<file path="config.mk">
export PLATFORM = sky130hd
export DESIGN_NAME = inst_fetch_flat
export DESIGN_NICKNAME = d
export VERILOG_FILES = /design/src/rtl/fetch_pkg.sv /design/src/rtl/inst_bus.sv /design/src/rtl/fetch_queue.sv /design/src/rtl/inst_fetch.sv /design/src/flat_wrapper.sv
export SDC_FILE = /design/constraint.sdc
export NUM_CORES = 1
export LEC_CHECK = 0
export CAP_MARGIN = 20
export CORE_AREA = 2 2 272 274
export DETAILED_ROUTE_END_ITERATION = 10
export DIE_AREA = 0 0 274 276
export GPL_ROUTABILITY_DRIVEN = 0
export GPL_TIMING_DRIVEN = 0
export PLACE_DENSITY = 0.51
export SETUP_SLACK_MARGIN = 0.3
export SLEW_MARGIN = 20
export SYNTH_ARGS = -nofsm -noshare
export SYNTH_HDL_FRONTEND = slang
export SYNTH_SLANG_ARGS = --single-unit
export TNS_END_PERCENT = 20
</file>
<file path="constraint.sdc">
create_clock -name clock -period 6.2 [get_ports clock]
set_input_delay 1.24 -clock clock [delete_from_list [all_inputs] [get_ports clock]]
set_output_delay 1.24 -clock clock [all_outputs]
set_load 0.005 [all_outputs]
</file>
<file path="src/rtl/fetch_pkg.sv">
// Shared types and constants for the instruction fetch front-end.
//   fetch_entry_t    : one decoded-stage queue entry {pc, inst, acc_err, misaligned}
//   RESET_PC_DEFAULT : default first fetch address after reset
//   PC_STEP          : PC increment for straight-line fetch (one 32-bit word)
package fetch_pkg;

    localparam logic [63:0] RESET_PC_DEFAULT = 64'h0000_0000_8000_0000;
    localparam logic [63:0] PC_STEP          = 64'd4;

    typedef struct packed {
        logic [63:0] pc;
        logic [31:0] inst;
        logic        acc_err;
        logic        misaligned;
    } fetch_entry_t;

    // A fetch address is only legal on a 32-bit word boundary.
    function automatic logic pc_misaligned(input logic [63:0] pc);
        return pc[1:0] != 2'b00;
    endfunction

endpackage

</file>
<file path="src/rtl/inst_bus.sv">
// Single-word instruction bus between the fetch unit (master) and the
// uncached instruction slave.
//   en      : master -> slave, request strobe (addr valid)
//   addr    : master -> slave, 64-bit word address
//   ready   : master -> slave, master accepts a response this cycle
//   valid   : slave -> master, response strobe
//   rdata   : slave -> master, 32-bit instruction word
//   acc_err : slave -> master, access fault for this response
interface inst_bus;
    logic        en;
    logic [63:0] addr;
    logic        ready;
    logic        valid;
    logic [31:0] rdata;
    logic        acc_err;

    modport master (output en, output addr, output ready,
                    input  valid, input rdata, input acc_err);
    modport slave  (input  en, input addr, input ready,
                    output valid, output rdata, output acc_err);
endinterface

</file>
<file path="src/rtl/fetch_queue.sv">
// Fetch queue: DEPTH-entry FIFO of fetch_entry_t with synchronous flush.
//   clk_i       : clock (rising edge)
//   rst_ni      : asynchronous active-low reset (pointers and count only)
//   push_i      : enqueue push_data_i (accepted when not full, or full with pop)
//   push_data_i : entry to enqueue
//   pop_i       : dequeue request (ignored when empty)
//   flush_i     : drop all entries; wins over push and pop
//   head_o      : head entry, all-zero when empty
//   valid_o     : queue holds at least one entry
//   count_o     : number of entries held (0..DEPTH)
module fetch_queue
    import fetch_pkg::*;
#(
    parameter int DEPTH = 4
) (
    input  logic                       clk_i,
    input  logic                       rst_ni,
    input  logic                       push_i,
    input  fetch_entry_t               push_data_i,
    input  logic                       pop_i,
    input  logic                       flush_i,
    output fetch_entry_t               head_o,
    output logic                       valid_o,
    output logic [$clog2(DEPTH+1)-1:0] count_o
);

    localparam int PW = $clog2(DEPTH);
    localparam int CW = $clog2(DEPTH + 1);

    fetch_entry_t  mem_q [DEPTH];
    logic [PW-1:0] wr_ptr_q, wr_ptr_d;
    logic [PW-1:0] rd_ptr_q, rd_ptr_d;
    logic [CW-1:0] count_q, count_d;
    logic          empty, full, do_push, do_pop;

    assign empty   = (count_q == '0);
    assign full    = (count_q == CW'(DEPTH));
    assign do_pop  = pop_i && !empty;
    // When full, a simultaneous pop frees the slot the write lands in.
    assign do_push = push_i && (!full || do_pop);

    always_comb begin
        wr_ptr_d = wr_ptr_q;
        rd_ptr_d = rd_ptr_q;
        count_d  = count_q;
        if (flush_i) begin
            wr_ptr_d = '0;
            rd_ptr_d = '0;
            count_d  = '0;
        end else begin
            if (do_push) wr_ptr_d = wr_ptr_q + PW'(1);
            if (do_pop)  rd_ptr_d = rd_ptr_q + PW'(1);
            case ({do_push, do_pop})
                2'b10:   count_d = count_q + CW'(1);
                2'b01:   count_d = count_q - CW'(1);
                default: count_d = count_q;
            endcase
        end
    end

    always_ff @(posedge clk_i or negedge rst_ni) begin
        if (!rst_ni) begin
            wr_ptr_q <= '0;
            rd_ptr_q <= '0;
            count_q  <= '0;
        end else begin
            wr_ptr_q <= wr_ptr_d;
            rd_ptr_q <= rd_ptr_d;
            count_q  <= count_d;
        end
    end

    // Storage carries data only, so it is left out of reset.
    always_ff @(posedge clk_i) begin
        if (do_push && !flush_i) mem_q[wr_ptr_q] <= push_data_i;
    end

    assign head_o  = empty ? '0 : mem_q[rd_ptr_q];
    assign valid_o = !empty;
    assign count_o = count_q;

endmodule

</file>
<file path="src/rtl/inst_fetch.sv">
// Instruction fetch front-end. Generates the sequential PC stream, issues
// one outstanding single-word request at a time on ibus, drops responses
// made stale by a redirect and queues {pc, inst, acc_err, misaligned}
// entries for decode.
//   clock          : clock (rising edge)
//   reset_n        : asynchronous active-low reset
//   ibus           : inst_bus master (en/addr/ready out, valid/rdata/acc_err in)
//   redirect_valid : flush the queue and restart fetch at redirect_pc
//   redirect_pc    : new fetch PC
//   out_valid      : queue head valid
//   out_ready      : decode accepts the head entry
//   out_pc         : PC of head entry
//   out_inst       : instruction word (0 for misaligned entries)
//   out_acc_err    : bus access fault for this PC
//   out_misaligned : PC not word aligned; no bus access was made
module inst_fetch
    import fetch_pkg::*;
#(
    parameter int          DEPTH    = 4,
    parameter logic [63:0] RESET_PC = RESET_PC_DEFAULT
) (
    input  logic        clock,
    input  logic        reset_n,
    inst_bus.master     ibus,
    input  logic        redirect_valid,
    input  logic [63:0] redirect_pc,
    output logic        out_valid,
    input  logic        out_ready,
    output logic [63:0] out_pc,
    output logic [31:0] out_inst,
    output logic        out_acc_err,
    output logic        out_misaligned
);

    localparam int             CW        = $clog2(DEPTH + 1);
    localparam logic [CW:0]    DEPTH_OCC = (CW + 1)'(DEPTH);

    logic [63:0]   pc_q, pc_d;
    logic [63:0]   req_pc_q, req_pc_d;
    logic          outstanding_q, outstanding_d;
    logic          drop_q, drop_d;
    logic          halted_q, halted_d;

    logic [CW-1:0] count;
    logic [CW:0]   occupancy;
    logic          resp, bus_free, issue_ok;
    logic          resp_enq, mis_enq, push;
    fetch_entry_t  push_data, head;

    // A response only counts while a request is actually in flight.
    assign resp      = ibus.valid && outstanding_q;
    assign bus_free  = !outstanding_q || resp;
    // Reserve a queue slot for every in-flight request so a response can
    // always be enqueued the cycle it arrives.
    assign occupancy = {1'b0, count} + {{CW{1'b0}}, outstanding_q};
    assign issue_ok  = bus_free && (occupancy < DEPTH_OCC) && !halted_q &&
                       !redirect_valid && !pc_misaligned(pc_q);

    assign ibus.en    = issue_ok && reset_n;
    assign ibus.addr  = pc_q;
    assign ibus.ready = outstanding_q;

    assign resp_enq = resp && !drop_q && !redirect_valid;
    // Misaligned entries bypass the bus; they wait for any in-flight
    // (necessarily dropped) response to drain first.
    assign mis_enq  = pc_misaligned(pc_q) && !halted_q && !outstanding_q &&
                      (count < CW'(DEPTH)) && !redirect_valid;
    assign push     = resp_enq || mis_enq;

    always_comb begin
        push_data = '0;
        if (mis_enq) begin
            push_data.pc         = pc_q;
            push_data.misaligned = 1'b1;
        end else begin
            push_data.pc      = req_pc_q;
            push_data.inst    = ibus.rdata;
            push_data.acc_err = ibus.acc_err;
        end
    end

    always_comb begin
        pc_d          = pc_q;
        req_pc_d      = req_pc_q;
        outstanding_d = outstanding_q;
        drop_d        = drop_q;
        halted_d      = halted_q;

        if (issue_ok) begin
            req_pc_d      = pc_q;
            pc_d          = pc_q + PC_STEP;
            outstanding_d = 1'b1;
        end else if (resp) begin
            outstanding_d = 1'b0;
        end

        if (resp) drop_d = 1'b0;
        if (resp_enq && ibus.acc_err) halted_d = 1'b1;
        if (mis_enq) halted_d = 1'b1;

        // Redirect overrides the PC and halt state; a request still in
        // flight without its response this cycle must be discarded later.
        if (redirect_valid) begin
            pc_d     = redirect_pc;
            halted_d = 1'b0;
            if (outstanding_q && !resp) drop_d = 1'b1;
        end
    end

    always_ff @(posedge clock or negedge reset_n) begin
        if (!reset_n) begin
            pc_q          <= RESET_PC;
            outstanding_q <= 1'b0;
            drop_q        <= 1'b0;
            halted_q      <= 1'b0;
        end else begin
            pc_q          <= pc_d;
            outstanding_q <= outstanding_d;
            drop_q        <= drop_d;
            halted_q      <= halted_d;
        end
    end

    // req_pc is only read alongside a response, which needs a prior issue.
    always_ff @(posedge clock) begin
        req_pc_q <= req_pc_d;
    end

    fetch_queue #(
        .DEPTH (DEPTH)
    ) u_queue (
        .clk_i       (clock),
        .rst_ni      (reset_n),
        .push_i      (push),
        .push_data_i (push_data),
        .pop_i       (out_ready),
        .flush_i     (redirect_valid),
        .head_o      (head),
        .valid_o     (out_valid),
        .count_o     (count)
    );

    assign out_pc         = head.pc;
    assign out_inst       = head.inst;
    assign out_acc_err    = head.acc_err;
    assign out_misaligned = head.misaligned;

endmodule

</file>
<file path="src/flat_wrapper.sv">
// flat-port wrapper written by rule: the top's interface ports become plain ports
module inst_fetch_flat import fetch_pkg::*;
#(
    parameter int          DEPTH    = 4,
    parameter logic [63:0] RESET_PC = RESET_PC_DEFAULT
)
  (clock, reset_n, redirect_valid, redirect_pc, out_valid, out_ready, out_pc, out_inst, out_acc_err, out_misaligned, ibus_en, ibus_addr, ibus_ready, ibus_valid, ibus_rdata, ibus_acc_err);
  inst_bus ibus_i ();
  input  logic clock;
  input  logic reset_n;
  input  logic redirect_valid;
  input  logic [63:0] redirect_pc;
  output logic out_valid;
  input  logic out_ready;
  output logic [63:0] out_pc;
  output logic [31:0] out_inst;
  output logic out_acc_err;
  output logic out_misaligned;
  output wire logic [$bits(ibus_i.en)-1:0] ibus_en;
  output wire logic [$bits(ibus_i.addr)-1:0] ibus_addr;
  output wire logic [$bits(ibus_i.ready)-1:0] ibus_ready;
  input wire logic [$bits(ibus_i.valid)-1:0] ibus_valid;
  input wire logic [$bits(ibus_i.rdata)-1:0] ibus_rdata;
  input wire logic [$bits(ibus_i.acc_err)-1:0] ibus_acc_err;
  assign ibus_en = ibus_i.en;
  assign ibus_addr = ibus_i.addr;
  assign ibus_ready = ibus_i.ready;
  assign ibus_i.valid = ibus_valid;
  assign ibus_i.rdata = ibus_rdata;
  assign ibus_i.acc_err = ibus_acc_err;
  inst_fetch #(.DEPTH(DEPTH), .RESET_PC(RESET_PC)) u_core (.clock(clock), .reset_n(reset_n), .ibus(ibus_i), .redirect_valid(redirect_valid), .redirect_pc(redirect_pc), .out_valid(out_valid), .out_ready(out_ready), .out_pc(out_pc), .out_inst(out_inst), .out_acc_err(out_acc_err), .out_misaligned(out_misaligned));
endmodule
</file>
# ---- Yosys cells after proc, flatten, opt, wreduce, memory -nomap -nowiden
# Memories as Yosys holds them, arrays and structs flattened.
# Cells that the tools add are included.
dict set report op_classes {
  n_lt_le_gt_ge 2
  n_eq_ne 3
  mux 22
  n_reduce_logical 36
  add_sub_neg 6
}
# operator count
set ops {}
lappend ops {{$mux 64} 3}
lappend ops {{$mux 98} 1}
lappend ops {{$add 64x3->64 const B} 1}
lappend ops {{$mux 33} 1}
lappend ops {{$logic_and 1x1->1} 17}
lappend ops {{$mux 1} 11}
lappend ops {{$reduce_bool 2->1} 5}
lappend ops {{$logic_not 1->1} 8}
lappend ops {{$mux 2} 4}
lappend ops {{$pmux 3 s2} 1}
lappend ops {{$reduce_bool 3->1} 2}
lappend ops {{$add 2x1->2 const B} 2}
lappend ops {{$add 3x1->4} 1}
lappend ops {{$lt 4x3->1 const B} 1}
lappend ops {{$add 3x1->3 const B} 1}
lappend ops {{$eq 3x3->1 const B} 1}
lappend ops {{$logic_not 3->1} 1}
lappend ops {{$logic_or 1x1->1} 3}
lappend ops {{$lt 3x3->1 const B} 1}
lappend ops {{$mux 3} 1}
lappend ops {{$sub 3x1->3 const B} 1}
lappend ops {{$eq 2x1->1 const B} 1}
lappend ops {{$eq 2x2->1 const B} 1}
dict set report word_totals {
  output_inout_bits 165
  reg_bits 138
  ram_bits 392
  memories 1
  input_bits 102
  elab_cells 78
}
# name words width rd rd_ports_with_merged_regs wr line
set mem_list {}
lappend mem_list {u_core.u_queue.mem_q 4 98 1 0 1 fetch_queue.sv:30} ;# fetch_entry_t mem_q [DEPTH];

# ---- Longest topological paths before layout
dict set report depth {
  depth_word 10
  ltp_mapped 9
  mapped_depth_nobuf 8
}

# ---- By module
# A second synthesis with hierarchy kept.
dict set report hier_totals {
  cells_unflattened 1363
  area_unflattened_um2 22564.1
}
# mod n_inst area_per_inst_um2 seq_area_each_um2 cells_per_inst
set modules_own_cells {}
lappend modules_own_cells {fetch_queue 1 15384.8 11946.5 683}
lappend modules_own_cells {inst_fetch 1 7179.4 3599.7 680}

# ---- Worst setup path after synthesis
# No wires, ideal clock.
dict set report synth_timing {
  path_type {input to output}
  from {input redirect_valid}
  to {output ibus_en}
  arrival_time_ps 4201
  stages 6
  path_buffers 2
  required_ps 4960
  slack_ps 759
  path_cell_list {nor3_1 o211ai_2 inv_2 buf_2 buf_1 and2_1}
}
dict set report synth_between {
  elab_chain_cells 4
}
# element line
set synth_rtl {}
lappend synth_rtl {{start: declaration} flat_wrapper.sv:11} ;# input logic redirect_valid;
lappend synth_rtl {{$logic_not 1->1} inst_fetch.sv:57} ;# !redirect_valid && !pc_misaligned(pc_q);
lappend synth_rtl {{$logic_and 1x1->1} inst_fetch.sv:56} ;# assign issue_ok = bus_free && (occupancy < DEPTH_OCC) && !halted_q &&
lappend synth_rtl {{$logic_and 1x1->1} inst_fetch.sv:57}
lappend synth_rtl {{via u_core.issue_ok} inst_fetch.sv:46} ;# logic resp, bus_free, issue_ok;
lappend synth_rtl {{$logic_and 1x1->1} inst_fetch.sv:59} ;# assign ibus.en = issue_ok && reset_n;
lappend synth_rtl {{end: declaration} flat_wrapper.sv:19} ;# output wire logic [$bits(ibus_i.en)-1:0] ibus_en;
# The timed path passes the listed nets, and every way through them passes these cells.

# ---- Worst setup path in the final report
dict set report layout_timing {
  from {input ibus_valid}
  to {output ibus_en}
}
dict set report layout_between {
  elab_chain_cells 7
}
# element line
set layout_rtl {}
lappend layout_rtl {{start: declaration} flat_wrapper.sv:22} ;# input wire logic [$bits(ibus_i.valid)-1:0] ibus_valid;
lappend layout_rtl {{$logic_and 1x1->1} inst_fetch.sv:51} ;# assign resp = ibus.valid && outstanding_q;
lappend layout_rtl {{$logic_or 1x1->1} inst_fetch.sv:52} ;# assign bus_free = !outstanding_q || resp;
lappend layout_rtl {{$logic_and 1x1->1 (3 in series)} inst_fetch.sv:56}
lappend layout_rtl {{$logic_and 1x1->1} inst_fetch.sv:57}
lappend layout_rtl {{via u_core.issue_ok} inst_fetch.sv:46}
lappend layout_rtl {{$logic_and 1x1->1} inst_fetch.sv:59}
# The timed path passes the listed nets, and every way through them passes these cells.

==> metrics.md <==
| Metric | Value |
|---|---|
| Core Footprint | 72600 um2 |
| Routed Antenna Nets | 0 |
| Number of global-route vias before repair | 14200 |
| CTS Buf Count | 57 |
| Residual DRC | 0 |
| Seq/Total Area, Yosys | 0.694 |
| Post-synth ARST share | 0.140 |
| Clock latency at the later pin of the worst-skew pair | 630 ps |
| FF/Latch Area | 15500 um2 |
| Top-count cell post-synth | edfxtp_1 |
| CTS tree | yes |
| Time the worst path needs with I/O delays and setup | 5550 ps |
| Critical path arrival | 4310 ps |
| Top post-synthesis cells by area | edfxtp_1 (61%), mux4_2 (9.8%), dfrtp_1 (8.2%) |
| Post-CTS setup buffers | 0 |
| Root buffer cell | clkbuf_16 |
| H-tree levels | 2 |
| Pre-antenna DRT Iters | 5 |
| Pwr Density | 359 nW/um2 |
| Peak supply drop | 0.178 mV |
| Net Count, Synth | 1454 |
| Predominant post-synthesis flop cell | edfxtp_1 |
| EDFF count, synth | 456 |
| Avg Synthesized Cell Area | 16.6 um2 |
| DRT iter0 DRCs | 1074 |
| Initial antenna violation count | 2 |
| Synth cell count leaders | edfxtp_1 (456), and2_1 (107), mux4_2 (98) |
| Avg WL per Cell | 25.3 um |
| Diode count | 0 |
| Nets | 1791 |
| Die Wd | 274 um |
| Final Routed Wirelength | 68000 um |
| Setup crit end kind | output port |
| # rows | 99 |
| Setup Skew | 42.6 ps |
| Library cells used by synthesis | 66 |
| Fill count | 6724 |
| Crit path max fanout | 18 |
| Flops & latches, synth | 530 |
| Actual slew at the worst max-slew pin | 1080 ps |
| Post-synthesis instance total | 1346 |
| Max cap viols | 0 |
| Fin. Hold Viols | 0 |
| WP data required | 4960 ps |
| First-pass GRT wire length | 98100 um |
| Highest Clock Rate | 0.180 GHz |
| Reg clk slew, reported paths | 70 ps |
| Cell taking the most area after synthesis | edfxtp_1 |
| Post-cts resize count | 0 |
| Hpwl dp | 46000 um |
| Area growth from synthesis to layout | 27.5% |
| Io pins | 267 |
| Status | completed |
| Worst hold path type | in2async |
| Routed via count | 13800 |
| Overflow left after global routing | 0 |
| Leakage power | 9.34 nW |
| All-layer global routing usage | 0.177 |
| Share of cells above drive strength 1 | 0.185 |
| Placed Area | 26600 um2 |
| Post-CTS Hold Buffers | 0 |
| RSZ-0062 raised after global routing | false |
| Dpl cells | 2583 |
| Pin count of the biggest net entering global routing | 51 |
| Synth top area share | 0.611 |
| Mapped cell area | 22400 um2 |
| Vias per std cell | 5.14 |
| Starting Density | 0.309 |
| CTS Sinks | 530 |
| DIE HEIGHT | 276 um |
| Non-Filler Instances | 2690 |
| Design area | 28600 um2 |
| Final Cycle Share | 0.895 |
| Max clock buf depth | 3 |
| Port Buffers | 266 |
| Area of the multi-input gates | 6520 um2 |
| Slew Limit Fails | 0 |
| Max_slew headroom | 0.277 |
| Crit path kind | in2out |
| Count of endpoints failing setup in the final report | 0 |
| Yosys warning total | 0 |
| Critical path launch point type | primary input |
| Die footprint | 75600 um2 |
-- worst paths after layout --
path | startpoint | to | slack, ps | depth (start not counted)
worst max register to register | u_core.u_queue.count_o[2]$_DFFE_PN0P_ | u_core.u_queue.mem_q[3][22]$_DFFE_PP_ | 2840 | 6
max in group asynchronous | reset_n | u_core.ibus.addr[31]$_DFFE_PN1P_ | 5070 | 2
worst min register to register | u_core.ibus.addr[47]$_DFFE_PN0P_ | u_core.req_pc_q[47]$_DFFE_PP_ | 490 | 0
worst max-delay path | ibus_valid | ibus_en | 650 | 9
worst min-delay path | reset_n | u_core.ibus.addr[42]$_DFFE_PN0P_ | 490 | 1
min in group clock | u_core.ibus.addr[47]$_DFFE_PN0P_ | u_core.req_pc_q[47]$_DFFE_PP_ | 490 | 0
-- metrics by stage --
step	worst slack (ps)	power, mW	TNS (ps)	utilization	hold slack [ps]
after floorplan	759	5.68	0	-	468
after global placement	-2730	6.80	-863860	0.362	478
after detailed placement	656	6.84	0	0.366	460
after CTS	547	10.4	0	0.394	472
after global routing	498	10.7	0	0.394	484
final	649	10.3	0	0.394	488
-- worst max-delay path, cell delays in order --
cell	delay (ps)
clkdlybuf4s50_1	550
a21boi_0	250
o211ai_2	210
inv_2	280
buf_2	340
buf_2	510
buf_12	260
and2_1	150
clkdlybuf4s50_1	490
-- logic make-up after synthesis --
logic type | share of synthesized area
mux | 0.135
xor+xnor | 0.00195
buf+inv | 0.0158
simple gates | 0.106
flops | 0.694
fa+ha+maj | 0.00369
compound gates | 0.0442
-- area by class of cell --
class	instances	share of cell area
timing repair buffer	278	0.104
clock inverter	40	0.0170
sequential	530	0.544
buffer	74	0.0108
inverter	13	0.00171
tap	959	0.0420
multi-input combinational	729	0.228
clock buffer	67	0.0519
-- layout by cell type (no fill, tap or decap), types with 7 or more instances in the layout --
master / instances
clkbuf_1: 55
or4_1: 12
mux4_2: 98
dfrtp_1: 73
o211ai_1: 29
buf_2: 23
clkbuf_16: 57
bufinv_16: 9
mux2i_1: 7
or3_1: 9
clkdlybuf4s50_1: 265
nand3_1: 38
nor2_1: 34
inv_1: 12
nor3_1: 13
nand2_1: 82
mux2_2: 66
and2_1: 103
o21ai_0: 22
clkinvlp_4: 8
nor2b_1: 35
nand4_1: 26
and3_1: 14
edfxtp_1: 456
buf_16: 9
nor4_1: 11
a21oi_1: 21
o311ai_0: 24
clkinv_2: 10
-- power breakdown --
group	total, mW	switching [mW]	internal [mW]
combinational	2.10	1.07	1.03
sequential	4.60	0.209	4.39
clock	3.57	1.46	2.10
-- per-layer routing --
metal,wire [um],global-route usage,up-vias,part of all wire
met5,0,0,-,0
met4,1560,0.0468,0,0.023
li1,-,-,6043,-
met2,32600,0.288,481,0.48
met1,29500,0.244,7201,0.43
met3,4290,0.0327,98,0.063
-- flip-flops by register name, indices dropped and copies added, names as in the netlist --
register / count
u_core.req_pc_q: 64
u_core.u_queue.wr_ptr_q: 2
u_core.u_queue.count_o: 3
u_core.u_queue.rd_ptr_q: 2
u_core.halted_q: 1
u_core.ibus.addr: 64
u_core.u_queue.mem_q: 392
u_core.drop_q: 1
u_core.ibus.ready: 1
Note: power is estimated with default switching activity, not from simulation.
